### src/rtl/fetch_queue.sv
// rtl/fetch_queue.sv - PC owner, icache fetch issue and DEPTH-entry predicted instruction queue
module fetch_queue #(
  parameter int          DEPTH        = 8,
  parameter logic [31:0] RESET_PC     = 32'h0,
  parameter int          PREDICT_MODE = 1
) (
  input  logic                     clockIn,
  input  logic                     resetIn,
  input  logic                     flushIn,
  input  logic [31:0]              flushPc,
  output logic                     fetchValid,
  output logic [31:0]              fetchAddr,
  input  logic                     instrInValid,
  input  logic [31:0]              instrIn,
  input  logic [31:0]              instrAddr,
  output logic                     outValid,
  output logic [31:0]              outInstr,
  output logic [31:0]              outAddr,
  output logic                     outPredTaken,
  output logic [31:0]              outPredTarget,
  input  logic                     outReady,
  output logic [$clog2(DEPTH):0]   count
);

  localparam int             PW   = $clog2(DEPTH);
  localparam int             CW   = PW + 1;
  localparam logic [CW-1:0]  FULL = CW'(DEPTH);

  localparam logic [6:0] OP_JAL    = 7'b1101111;
  localparam logic [6:0] OP_BRANCH = 7'b1100011;
  localparam logic [6:0] OP_JALR   = 7'b1100111;

  logic [31:0]   pc_q, pc_d;
  logic [PW-1:0] head_q, head_d;
  logic [PW-1:0] tail_q, tail_d;
  logic [CW-1:0] count_q, count_d;
  logic          wait_jalr_q, wait_jalr_d;

  logic [31:0]   instr_mem_q  [DEPTH];
  logic [31:0]   addr_mem_q   [DEPTH];
  logic          taken_mem_q  [DEPTH];
  logic [31:0]   target_mem_q [DEPTH];

  logic          full;
  logic          deq;
  logic          accept;
  logic [31:0]   j_imm;
  logic [31:0]   b_imm;
  logic          pred_taken;
  logic [31:0]   pred_target;
  logic          set_wait;

  // Queue handshakes: a response is only taken if it matches the live PC and there is room
  always_comb begin
    full   = (count_q == FULL);
    deq    = (count_q != '0) && outReady;
    accept = instrInValid && !flushIn && !wait_jalr_q && (instrAddr == pc_q) && (!full || deq);
  end

  // Static prediction of the returned instruction; predTarget doubles as the next PC
  always_comb begin
    j_imm       = {{12{instrIn[31]}}, instrIn[19:12], instrIn[20], instrIn[30:21], 1'b0};
    b_imm       = {{20{instrIn[31]}}, instrIn[7], instrIn[30:25], instrIn[11:8], 1'b0};
    pred_taken  = 1'b0;
    pred_target = pc_q + 32'd4;
    set_wait    = 1'b0;
    case (instrIn[6:0])
      OP_JAL: begin
        pred_taken  = 1'b1;
        pred_target = pc_q + j_imm;
      end
      OP_BRANCH: begin
        if (PREDICT_MODE == 1 && b_imm[31]) begin
          pred_taken  = 1'b1;
          pred_target = pc_q + b_imm;
        end
      end
      OP_JALR: set_wait = 1'b1;
      default: ;
    endcase
  end

  // Next-state: flush wipes the queue and discards any same-cycle enqueue/dequeue
  always_comb begin
    pc_d        = pc_q;
    head_d      = head_q;
    tail_d      = tail_q;
    count_d     = count_q;
    wait_jalr_d = wait_jalr_q;
    if (flushIn) begin
      pc_d        = flushPc;
      head_d      = '0;
      tail_d      = '0;
      count_d     = '0;
      wait_jalr_d = 1'b0;
    end else begin
      if (deq) head_d = head_q + PW'(1);
      if (accept) begin
        tail_d      = tail_q + PW'(1);
        pc_d        = set_wait ? pc_q : pred_target;
        wait_jalr_d = set_wait;
      end
      count_d = count_q + CW'(accept) - CW'(deq);
    end
  end

  // Control state registers with synchronous reset taking priority over everything
  always_ff @(posedge clockIn) begin
    if (resetIn) begin
      pc_q        <= RESET_PC;
      head_q      <= '0;
      tail_q      <= '0;
      count_q     <= '0;
      wait_jalr_q <= 1'b0;
    end else begin
      pc_q        <= pc_d;
      head_q      <= head_d;
      tail_q      <= tail_d;
      count_q     <= count_d;
      wait_jalr_q <= wait_jalr_d;
    end
  end

  // Entry storage written at the tail on accept; contents need no reset
  always_ff @(posedge clockIn) begin
    if (accept && !resetIn) begin
      instr_mem_q[tail_q]  <= instrIn;
      addr_mem_q[tail_q]   <= instrAddr;
      taken_mem_q[tail_q]  <= pred_taken;
      target_mem_q[tail_q] <= pred_target;
    end
  end

  assign fetchValid    = !resetIn && !wait_jalr_q && !full;
  assign fetchAddr     = pc_q;
  assign outValid      = (count_q != '0);
  assign outInstr      = instr_mem_q[head_q];
  assign outAddr       = addr_mem_q[head_q];
  assign outPredTaken  = taken_mem_q[head_q];
  assign outPredTarget = target_mem_q[head_q];
  assign count         = count_q;

endmodule

### config.mk
export PLATFORM = sky130hd
export DESIGN_NAME = fetch_queue
export DESIGN_NICKNAME = d
export VERILOG_FILES = /design/src/rtl/fetch_queue.sv
export SDC_FILE = /design/constraint.sdc
export NUM_CORES = 1
export LEC_CHECK = 0
export ABC_CLOCK_PERIOD_IN_PS = 13350
export CAP_MARGIN = 20
export CORE_MARGIN = 3
export CORE_UTILIZATION = 61
export CTS_BUF_LIST = sky130_fd_sc_hd__clkbuf_8
export CTS_CLUSTER_DIAMETER = 30
export CTS_CLUSTER_SIZE = 12
export DETAILED_ROUTE_END_ITERATION = 7
export PLACE_DENSITY = 0.92
export SLEW_MARGIN = 40
export SYNTH_ARGS = -nofsm -noshare
export SYNTH_HDL_FRONTEND = slang
export SYNTH_SLANG_ARGS = --single-unit
### constraint.sdc
create_clock -name clockIn -period 13.35 [get_ports clockIn]
set_input_delay 2.67 -clock clockIn [delete_from_list [all_inputs] [get_ports clockIn]]
set_output_delay 2.67 -clock clockIn [all_outputs]
set_load 0.1 [all_outputs]
==> summary.md <==
| Metric | Value |
|---|---|
| TritonCTS Sinks | `822` |
| Ranking of synthesized cells by area | `edfxtp_1 (65%), mux4_2 (12%), mux2_2 (3.1%)` |
| Die H | `248 um` |
| Die area | `61600 um2` |
| I/O Buffers | `235` |
| Syn Inst Count | `2061` |
| Top FF cell, synth | `edfxtp_1` |
| Synthesis Warnings | `0` |
| First-pass GRT wire length | `139000 um` |
| Vias per cell | `6.77` |
| Fin Setup TNS | `0 ns` |
| Largest stage delay, worst path | `0.45 ns` |
| Post-route ant nets | `0` |
| Max Clk Rate | `149 MHz` |
| Fin crit share | `0.501` |
| Logic pwr share | `0.141` |
| Area of the core | `57900 um2` |
| Sw frac | `0.277` |
| Number of global-route vias before repair | `21700` |
| DRC viols | `0` |
| Hold_buf cts | `0` |
| Worst Path Arrival | `4.02 ns` |
| Maximum VDD drop | `0.180 mV` |
| WL final | `94700 um` |
| Hold slack | `0.518 ns` |
| # H-tree levels | `3` |
| CP max FO | `33` |
| Startpoint types | `input port` |
| Layout Utilization | `0.710` |
| CP endpoint kind | `primary output` |
| Global-route usage over all layers | `0.310` |
| Avg Inst Size Synth | `17.4 um2` |
| Vias | `21800` |
| Critical path, cell by cell | `clkdlybuf4s50_1 > buf_4 > nor3_1 > buf_2` |
| Flops & latches, synth | `822` |
| Resized cells post-CTS | `0` |
| Clock Latency Late Sink | `0.76 ns` |
| CTS Root Cell | `clkbuf_8` |
| Synthesized area | `35800 um2` |
| WL per Instance | `29.5 um` |
| Maxcap violations | `0` |
| Final min period | `6.69 ns` |
| Leak Pwr | `0.0136 uW` |
| Clock network fraction of total power | `0.377` |
| Placed cells | `2985` |
| Area growth syn-to-layout | `14.9%` |
| RSZ-0062 raised after global routing | `false` |
| CTS max path bufs | `3` |
| Initial DRC count | `2694` |
| Synth async-reset ratio | `0` |
| Final setup violating endpoints | `0` |
| Slew @ Worst Pin | `0.878 ns` |
| Cell variety after synth | `89` |
| Flop pwr share | `0.482` |
| Hold Path Class | `flip-flop to flip-flop` |
| Largest net degree at the start of global routing | `77` |
| Worst R2R Setup Slack | `8.71 ns` |
| Nets | `2499` |
| Io pins | `236` |
| Pwr Density | `144 nW/um2` |
| Chip Width | `248 um` |
| Status | `finished clean` |
| GP Congestion | `1.01` |
| DP HPWL | `60700 um` |
| Post-synth top area share | `0.651` |
| Ratio of cells with drive above 1 in the final layout | `0.294` |
| Initial antenna violation count | `4` |
| CTS buffer count | `120` |
| Syn Nets | `2217` |
| Slowest-stage cell, CP | `buf_2` |
| Cell internal pwr | `4290 uW` |
| Layout Cells excl Fill | `3213` |
| Area leader, netlist | `edfxtp_1` |
| Slew headroom | `0.415` |
| TritonCTS clock tree | `yes` |
| Seq/Total Area, Yosys | `0.677` |
| Final Max Slew Viols | `0` |
| Worst path required time | `10.68 ns` |
| Drt first pass iters | `6` |
| Setup CP Type | `input port to primary output` |
| Layout Skew | `0.0521 ns` |
| Initial Util | `0.618` |
| Final Hold Fails | `0` |
| Reg clk slew, reported paths | `0.07 ns` |
| EDFF count, synth | `776` |
| # rows | `88` |
| Post-CTS setup buffer count | `0` |
| Total gr overflow | `0` |
| Psw | `1640 uW` |
==> cell usage in the layout (no fill, tap or decap), types with 22 or more instances in the layout <==
master / n
nor2_1: 66
mux2_2: 100
nand4_1: 22
ha_1: 52
a22oi_1: 31
dfxtp_1: 43
buf_4: 23
o21ai_0: 37
nand3_1: 34
a21oi_1: 68
clkdlybuf4s50_1: 100
mux4_2: 194
xor2_1: 40
buf_2: 137
inv_1: 43
clkbuf_8: 123
edfxtp_1: 776
nand2_1: 102
xnor2_1: 54
==> worst max-delay path: cells and delay by family <==
| family | cells | cell delay [ns] |
|---|---|---|
| simple gates | 1 | 0.23 |
| buf+inv | 3 | 1.12 |
==> worst paths after layout <==
path | to | startpoint | depth (start not counted)
max | fetchValid | resetIn | 4
max reg2reg | instr_mem_q[3][29]$_DFFE_PP_ | fetchAddr[17]$_SDFFE_PP0P_ | 9
min reg2reg | flip-flop | head_q[1]$_SDFFE_PP0P_ | 2
min | flip-flop | head_q[1]$_SDFFE_PP0P_ | 2
==> state kept, by name, indices dropped and copies added, names as in the netlist, 3 cells and up, named ones only <==
| signal | count |
|---|---|
| addr_mem_q | 256 |
| count | 4 |
| fetchAddr | 32 |
| head_q | 3 |
| instr_mem_q | 256 |
| tail_q | 3 |
| taken_mem_q | 8 |
| target_mem_q | 256 |
==> metal layers <==
metal	routed length [um]	vias to the layer above	GRT usage
met5	7	-	0
met4	4340	2	0.125
met3	11300	308	0.0761
met2	45600	1597	0.494
met1	33500	10900	0.416
li1	-	8981	-
==> cells by family after synthesis <==
| family | synth area share |
|---|---|
| compound gates | 0.0594 |
| xor+xnor | 0.0230 |
| fa+ha+maj | 0.0199 |
| buf+inv | 0.0181 |
| flops | 0.677 |
| mux | 0.156 |
| simple gates | 0.0464 |
==> final cells by class <==
type / count / area, um2
sequential: 822 / 24200
clock buffer: 123 / 1690
tap: 765 / 957
timing repair buffer: 275 / 2040
antenna: 2 / 5.00
multi-input combinational: 1091 / 11000
fill: 3372 / 16800
clock inverter: 102 / 1030
inverter: 33 / 124
==> power by group through the flow <==
| stage | Combinational [uW] | Clock (uW) | Sequential [uW] |
|---|---|---|---|
| 2_1_floorplan | 574 | 0 | 2960 |
| 3_3_place_gp | 838 | 0 | 2910 |
| 3_5_place_dp | 824 | 0 | 2910 |
| 4_1_cts | 830 | 2260 | 2860 |
| 5_1_grt | 877 | 2370 | 2860 |
| 6_report | 834 | 2230 | 2860 |
==> metrics by stage <==
stage,cell area [um2],power (uW),worst slack (ns)
3_5_place_dp,38400,3740,6.20
2_1_floorplan,35800,3530,1.90
6_report,41100,5930,6.66
5_1_grt,41100,6100,6.61
3_3_place_gp,38900,3750,5.86
4_1_cts,41100,5950,6.67
==> Yosys cell counts (all sizes together), types with 15 or more instances <==
library cell / instances
xor2: 40
dfxtp: 46
mux2: 100
nand4: 22
nor2: 75
o21a: 15
ha: 52
nand3: 34
mux4: 194
a22oi: 31
a21o: 16
a21oi: 73
o21ai: 53
xnor2: 54
and3: 15
edfxtp: 776
nand2: 102
buf: 51
inv: 33
nor3: 21
clkbuf: 64
(Power assumes the default switching activity.)
